### src/rtl/lc_port_arbiter.sv
// Two-requester round-robin arbiter in front of a lower-level cache.
// Read responses return in order, routed by a FIFO of requester IDs.
module lc_port_arbiter #(
  parameter int PADDR_BITS      = 22,
  parameter int MAX_OUTSTANDING = 4
) (
  input  logic                            clk_in,
  input  logic                            rst_N_in,
  input  logic                            req0_valid_in,
  input  logic [PADDR_BITS-1:0]           req0_addr_in,
  input  logic [63:0]                     req0_value_in,
  input  logic                            req0_we_in,
  output logic                            req0_ready_out,
  output logic                            resp0_valid_out,
  input  logic                            resp0_ready_in,
  output logic [PADDR_BITS-1:0]           resp0_addr_out,
  output logic [63:0]                     resp0_value_out,
  input  logic                            req1_valid_in,
  input  logic [PADDR_BITS-1:0]           req1_addr_in,
  input  logic [63:0]                     req1_value_in,
  input  logic                            req1_we_in,
  output logic                            req1_ready_out,
  output logic                            resp1_valid_out,
  input  logic                            resp1_ready_in,
  output logic [PADDR_BITS-1:0]           resp1_addr_out,
  output logic [63:0]                     resp1_value_out,
  output logic                            lc_valid_out,
  output logic [PADDR_BITS-1:0]           lc_addr_out,
  output logic [63:0]                     lc_value_out,
  output logic                            lc_we_out,
  input  logic                            lc_ready_in,
  input  logic                            lc_valid_in,
  input  logic [PADDR_BITS-1:0]           lc_addr_in,
  input  logic [63:0]                     lc_value_in,
  output logic                            lc_ready_out,
  output logic                            dbg_state_out,
  output logic [$clog2(MAX_OUTSTANDING):0] dbg_count_out
);

  localparam int PTR_W = $clog2(MAX_OUTSTANDING);
  localparam logic [PTR_W:0] FULL_CNT = (PTR_W + 1)'(MAX_OUTSTANDING);

  // Valid/ready: a transfer happens on any rising edge where both are high;
  // valid holds its payload stable until that edge.
  typedef enum logic {IDLE = 1'b0, ISSUE = 1'b1} state_t;

  state_t                r_state, w_next_state;
  logic [PADDR_BITS-1:0] r_addr;
  logic [63:0]           r_value;
  logic                  r_we;
  logic                  r_id;
  logic                  r_prio;
  logic [MAX_OUTSTANDING-1:0] r_fifo;
  logic [PTR_W-1:0]      r_wptr, r_rptr;
  logic [PTR_W:0]        r_count;

  logic w_full, w_empty, w_head;
  logic w_elig0, w_elig1, w_gnt0, w_gnt1;
  logic w_lc_hs, w_push, w_pop;

  assign w_full  = (r_count == FULL_CNT);
  assign w_empty = (r_count == '0);
  assign w_head  = r_fifo[r_rptr];

  // Writebacks never occupy a FIFO slot, so they stay eligible when full.
  assign w_elig0 = req0_valid_in & (req0_we_in | ~w_full);
  assign w_elig1 = req1_valid_in & (req1_we_in | ~w_full);

  always_comb begin
    w_next_state = r_state;
    w_gnt0       = 1'b0;
    w_gnt1       = 1'b0;
    case (r_state)
      IDLE: begin
        if (rst_N_in) begin
          if (!r_prio) begin
            w_gnt0 = w_elig0;
            w_gnt1 = w_elig1 & ~w_elig0;
          end else begin
            w_gnt1 = w_elig1;
            w_gnt0 = w_elig0 & ~w_elig1;
          end
        end
        if (w_gnt0 | w_gnt1) w_next_state = ISSUE;
      end
      ISSUE: begin
        if (lc_ready_in) w_next_state = IDLE;
      end
      default: w_next_state = IDLE;
    endcase
  end

  assign w_lc_hs = (r_state == ISSUE) & lc_ready_in;
  assign w_push  = w_lc_hs & ~r_we;
  assign w_pop   = lc_valid_in & lc_ready_out;

  assign req0_ready_out  = w_gnt0;
  assign req1_ready_out  = w_gnt1;
  assign lc_valid_out    = (r_state == ISSUE);
  assign lc_addr_out     = r_addr;
  assign lc_value_out    = r_value;
  assign lc_we_out       = r_we;
  assign lc_ready_out    = ~w_empty & (w_head ? resp1_ready_in : resp0_ready_in);
  assign resp0_valid_out = lc_valid_in & ~w_empty & ~w_head;
  assign resp1_valid_out = lc_valid_in & ~w_empty & w_head;
  // Response data is a pass-through, forced to zero only while reset is held.
  assign resp0_addr_out  = rst_N_in ? lc_addr_in : '0;
  assign resp1_addr_out  = rst_N_in ? lc_addr_in : '0;
  assign resp0_value_out = rst_N_in ? lc_value_in : '0;
  assign resp1_value_out = rst_N_in ? lc_value_in : '0;
  assign dbg_state_out   = r_state;
  assign dbg_count_out   = r_count;

  always_ff @(posedge clk_in or negedge rst_N_in) begin
    if (!rst_N_in) begin
      r_state <= IDLE;
      r_addr  <= '0;
      r_value <= '0;
      r_we    <= 1'b0;
      r_id    <= 1'b0;
      r_prio  <= 1'b0;
    end else begin
      r_state <= w_next_state;
      if (w_gnt0) begin
        r_addr  <= req0_addr_in;
        r_value <= req0_value_in;
        r_we    <= req0_we_in;
        r_id    <= 1'b0;
      end else if (w_gnt1) begin
        r_addr  <= req1_addr_in;
        r_value <= req1_value_in;
        r_we    <= req1_we_in;
        r_id    <= 1'b1;
      end
      if (w_lc_hs) r_prio <= ~r_id;
    end
  end

  always_ff @(posedge clk_in or negedge rst_N_in) begin
    if (!rst_N_in) begin
      r_fifo  <= '0;
      r_wptr  <= '0;
      r_rptr  <= '0;
      r_count <= '0;
    end else begin
      if (w_push) begin
        r_fifo[r_wptr] <= r_id;
        r_wptr         <= r_wptr + 1'b1;
      end
      if (w_pop) r_rptr <= r_rptr + 1'b1;
      case ({w_push, w_pop})
        2'b10:   r_count <= r_count + 1'b1;
        2'b01:   r_count <= r_count - 1'b1;
        default: r_count <= r_count;
      endcase
    end
  end

endmodule

### config.mk
export PLATFORM = sky130hd
export DESIGN_NAME = lc_port_arbiter
export DESIGN_NICKNAME = d
export VERILOG_FILES = /design/src/rtl/lc_port_arbiter.sv
export SDC_FILE = /design/constraint.sdc
export NUM_CORES = 1
export LEC_CHECK = 0
export ABC_CLOCK_PERIOD_IN_PS = 4100
export CAP_MARGIN = 20
export CELL_PAD_IN_SITES_DETAIL_PLACEMENT = 0
export CELL_PAD_IN_SITES_GLOBAL_PLACEMENT = 1
export CORE_AREA = 2 2 209 211
export DETAILED_ROUTE_END_ITERATION = 12
export DIE_AREA = 0 0 211 213
export DONT_BUFFER_PORTS = 1
export GPL_TIMING_DRIVEN = 0
export HOLD_SLACK_MARGIN = 0.1
export PLACE_DENSITY = 0.39
export RECOVER_POWER = 25
export SYNTH_ARGS = -nofsm -noshare
export SYNTH_HDL_FRONTEND = slang
export SYNTH_SLANG_ARGS = --single-unit
### constraint.sdc
create_clock -name clk_in -period 4.1 [get_ports clk_in]
set_input_delay 0.41 -clock clk_in [delete_from_list [all_inputs] [get_ports clk_in]]
set_output_delay 0.41 -clock clk_in [all_outputs]
set_load 0.02 [all_outputs]
### Yosys cells after proc, flatten, opt, wreduce, memory -nomap -nowiden

Cells that the tools add are included.

* add/sub/neg operators: 4
* magnitude comparators: 3
* equality and inequality tests: 3
* multiplexer cells: 28
* bitwise gates (word level): 22
* reductions and logical operators: 4

Operator list (number)
* 64-bit 2-to-1 mux: 3
* 22-bit 2-to-1 mux: 3
* 1-bit 2-to-1 mux: 17
* 1-bit bitwise AND: 11
* 1-bit inverter: 8
* 2-bit by 3-bit < comparator with 1-bit output, second input constant: 2
* 3-bit one-hot mux with 2 select lines: 1
* 2-bit by 1-bit adder with 2-bit output, second input constant: 2
* 4-bit bitwise mux: 1
* 2-bit nonzero test: 2
* 3-bit by 1-bit adder with 3-bit output, second input constant: 1
* 3-bit == test, second input constant: 1
* 3-bit logical NOT: 1
* 1-bit OR: 3
* 3-bit by 1-bit subtractor with 3-bit output, second input constant: 1
* 1-bit binary-select mux with 2-bit select: 1
* 1-bit demux with 2-bit select: 1
* 2-bit by 1-bit == test with 1-bit output, second input constant: 1
* 2-bit == test, second input constant: 1
* 2-bit by 1-bit greater-or-equal comparator with 1-bit output, second input constant: 1
* 1-bit one-hot mux with 2 select lines: 1
* 1-bit logical AND: 1

* flip-flop bits (word level): 101
* bits of input ports: 268
* output and inout bits: 269
* word-level logic and storage cells: 74

### Logic depth before layout (Yosys ltp)

* depth after elaboration: 12
* gate-level depth with buffers: 10
* mapped depth without buffers: 10

### Worst setup path after synthesis

OpenSTA, ideal clock, no wires.

* path type: register to output
* from: register r_count[0], in the netlist dbg_count_out[0]
* to: output req0_ready_out
* data arrival time: 1.860 ns
* data required time: 3.690 ns
* setup slack: 1.830 ns
* cell stages (with the launch flop): 7
* path buffers: 2
* cells stage by stage: dfrtp_1 or4b_1 and4b_1 o21ai_2 buf_4 buf_2 inv_1

* cells in the longest elaborated chain, start to end: 10
* elaborated cells on any way between the ends: 12
* those cells by class: eq/ne (1); mux (4); bitwise (7)

Ends and longest elaborated chain
* start: declaration: RTL line 55 `logic [PTR_W:0] r_count;`
* start signal: assignment: RTL line 152 `2'b10: r_count <= r_count + 1'b1;`
* start signal: assignment: RTL line 153 `2'b01: r_count <= r_count - 1'b1;`
* start signal: assignment: RTL line 154 `default: r_count <= r_count;`
* 3-bit == test *: RTL line 61 `assign w_full = (r_count == FULL_CNT);`
* 1-bit inverter *: RTL line 66, 67
* 1-bit OR: RTL line 67 `assign w_elig1 = req1_valid_in & (req1_we_in | ~w_full);`
* 1-bit bitwise AND: RTL line 67
* 1-bit inverter: RTL line 81 `w_gnt0 = w_elig0 & ~w_elig1;`
* 1-bit bitwise AND: RTL line 81
* 1-bit 2-to-1 mux *: RTL line 76 `if (!r_prio) begin`
* 1-bit 2-to-1 mux *: RTL line 75 `if (rst_N_in) begin`
* 1-bit 2-to-1 mux * (2 in a row): RTL line 73 `case (r_state)`
* end: declaration: RTL line 13 `output logic req0_ready_out,`

Mark *: on every way between the ends. The rest lies on a longest branch, timed or not. The select of a mux whose other input is x is not followed.

### Final worst setup path

* from: register r_count[1], in the netlist dbg_count_out[1]
* to: output req0_ready_out

Same word-level chain as after synthesis.

==> results.json <==
{
  "fillers": 4742,
  "worstPathRequired_ns": 3.69,
  "crit_type": "flip-flop to output port",
  "p_leak_nw": 2.603,
  "antenna_found_initial": 6,
  "top_usage_layer": "met2",
  "clk_pin_slew_ns": 0.08,
  "fmax_mhz": 315.7,
  "grt_max_degree": 102,
  "dr.pass1.iters": 4,
  "yosys_warnings": 0,
  "postCtsSetupBuffers": 0,
  "h-tree-depth": 3,
  "overflow": 0,
  "status": "finished with violations",
  "cts-root-buf": "clkbuf_16",
  "setup_viol": 0,
  "rsz0062_at_grt": "no",
  "synth-seq-cells": 101,
  "gp_congestion": 0.7901,
  "post-route-period-util": 0.7726,
  "hold_class": "input port to flip-flop",
  "drv_slew": 102,
  "seq_area_frac_synth": 0.4288,
  "initial_core_util": 0.1381,
  "dieArea_um2": 44940,
  "wl_per_cell_um": 23.77,
  "port_buffers": 0,
  "grt_usage": 0.1118,
  "netlist_top_cells_area": "dfrtp_1 43%, o221a_2 14%, buf_4 11%",
  "use_met3": 0.04604,
  "cts_tree": "yes",
  "grt_pass1_wl_um": 34310,
  "synthToLayoutAreaGrowth_pct": 16.92,
  "netlist_area_um2": 5894,
  "synth_top_area_frac": 0.4288,
  "cts_buffers": 9,
  "synth_fp_nets": 819,
  "clock-sinks": 101,
  "avgSynthCellArea_um2": 10.82,
  "whs_path_depth": 2,
  "clock_skew_ns": 0.01103,
  "reg2reg_slack_ns": 1.14,
  "power.density_nw_per_um2": 681.8,
  "drive_above_1_share": 0.3528,
  "setup_tns_ns": 0,
  "cp_max_fo": 10,
  "postLayoutCoreUtil": 0.1614,
  "die_w_um": 211,
  "r2r_cells": 6,
  "cts.path.max_buffers": 2,
  "viasPerCell": 3.887,
  "max_slew_margin": -0.8713,
  "synth_cells": 545,
  "post-route-drc-count": 0,
  "io_pins": 537,
  "hold_viol": 0,
  "timing.final.crit_period_ns": 3.168,
  "fp-row-count": 76,
  "drv_cap": 1,
  "hpwl_um": 21090,
  "worst_pin_slew_ns": 2.807,
  "synth_cell_types": 32,
  "antenna_left": 0,
  "cp-end-kind": "output port",
  "vias": 4322,
  "grt_use_met1": 0.1192,
  "clock_latency_ns": 0.39,
  "wl_um": 26430,
  "arrival_ns": 2.76,
  "grt_pass1_vias": 4322,
  "die_y_um": 213,
  "nNetsFinal": 833,
  "drtIter0Drc": 218,
  "synth_top_cell_by_area": "dfrtp_1",
  "startpoint_type": "flip-flop",
  "core-area_um2": 42700,
  "violations": "capacitance limit, slew limit",
  "max-vdd-ir-drop_uv": 227.3,
  "gr-usage-met2": 0.1924
}
metrics by stage:
stage	hold WS, ns	instance area [um^2]	setup WS, ns	total power, mW	cells
global route	0.1621	6892	0.4222	4.988	1112
CTS	0.1387	6909	0.7251	4.819	1110
finish	0.1818	6892	0.9324	4.699	1112
global placement	0.1173	6578	0.7990	3.864	1091
floorplan	0.1144	5894	1.830	3.368	545
detailed placement	0.1171	6589	1.014	3.851	1092
worst max-delay path, cell delays in order (launching register included):
cell	delay [ns]
dfrtp_1	0.52
or4b_1	0.61
and4b_1	0.25
o21ai_2	0.23
buf_4	0.29
buf_2	0.27
inv_1	0.19
state kept, by name, summed over array words and instances, names as in the netlist:
name / count
dbg_count_out: 3
dbg_state_out: 1
lc_addr_out: 22
lc_value_out: 64
lc_we_out: 1
r_fifo: 4
r_id: 1
r_prio: 1
r_rptr: 2
r_wptr: 2
synthesized netlist by cell type (all sizes together):
cell type and count:
a211oi 1, a21o 1, and2 86, and4b 1
buf 102, clkbuf 21, dfrtp 101, fa 1
ha 5, inv 8, mux2 4, mux2i 7
nand2 8, nand2b 88, nand3b 1, nor2 5
nor2b 2, nor3 1, nor3b 1, nor4b 1
o21a 1, o21ai 4, o21bai 1, o221a 87
o31ai 1, or4b 1, xnor2 2, xor2 3
report_power, final:
| part | total (mW) | internal, mW | switching (mW) |
|---|---|---|---|
| logic | 1.30 | 0.635 | 0.669 |
| clock network | 0.889 | 0.424 | 0.465 |
| registers | 2.51 | 1.47 | 1.03 |
| total | 4.70 | 2.53 | 2.17 |
worst paths after layout:
path                                              startpoint                           end
worst max register to register  dbg_count_out[1]$_DFFE_PN0P_  lc_value_out[25]$_DFFE_PN0P_
max in group asynchronous                           rst_N_in    lc_addr_out[0]$_DFFE_PN0P_
worst min register to register         r_fifo[2]$_DFFE_PN0P_         r_fifo[2]$_DFFE_PN0P_
min in group asynchronous                           rst_N_in         r_rptr[0]$_DFFE_PN0P_
worst max-delay path            dbg_count_out[1]$_DFFE_PN0P_                req0_ready_out
worst min-delay path                             lc_ready_in       dbg_state_out$_DFF_PN0_
cells in the final DEF (no fill, tap or decap), drive strengths merged:
| cell | netlist | layout |
|---|---|---|
| a211oi | 1 | 1 |
| a21o | 1 | 1 |
| and2 | 86 | 86 |
| and4b | 1 | 1 |
| buf | 102 | 103 |
| clkbuf | 21 | 32 |
| clkinv | 0 | 2 |
| clkinvlp | 0 | 1 |
| dfrtp | 101 | 101 |
| diode | 0 | 2 |
| dlygate4sd3 | 0 | 1 |
| fa | 1 | 1 |
| ha | 5 | 5 |
| inv | 8 | 11 |
| mux2 | 4 | 4 |
| mux2i | 7 | 7 |
| nand2 | 8 | 8 |
| nand2b | 88 | 88 |
| nand3b | 1 | 1 |
| nor2 | 5 | 5 |
| nor2b | 2 | 2 |
| nor3 | 1 | 1 |
| nor3b | 1 | 1 |
| nor4b | 1 | 1 |
| o21a | 1 | 1 |
| o21ai | 4 | 4 |
| o21bai | 1 | 1 |
| o221a | 87 | 87 |
| o31ai | 1 | 1 |
| or4b | 1 | 1 |
| xnor2 | 2 | 2 |
| xor2 | 3 | 3 |
cells by family after synthesis:
logic type                 after synthesis  share of synthesized area
muxes                                   11                    0.01953
and+or+nand+nor                        195                     0.2044
AOI/OAI and AO/OA                       96                     0.1794
buffers and inverters                  131                     0.1465
DFF                                    101                     0.4288
adders and majority gates                6                    0.01401
xor gates and xnor gates                 5                   0.007431
layout make-up:
class	instances	area, um^2	share of cell area
sequential	101	2527	0.3667
inverter	8	30.03	0.004357
multi-input combinational	313	2504	0.3633
antenna	2	5.005	0.0007262
tap	546	683.2	0.09913
timing repair buffer	3	26.28	0.003813
clock inverter	6	53.80	0.007807
buffer	123	833.3	0.1209
clock buffer	10	229.0	0.03322
metal layers:
metal	wire (um)	vias to the layer above
li1	-	1873
met1	9526	2118
met2	13620	292
met3	2465	35
met4	788	4
met5	31	-
repair_timing:
action	4_1_cts	5_1_grt
endpoints found under the hold margin	101	0
hold buffers	2	0
gates resized for setup	0	0
setup endpoints to repair	0	0
Note: power is estimated with default switching activity, not from simulation.
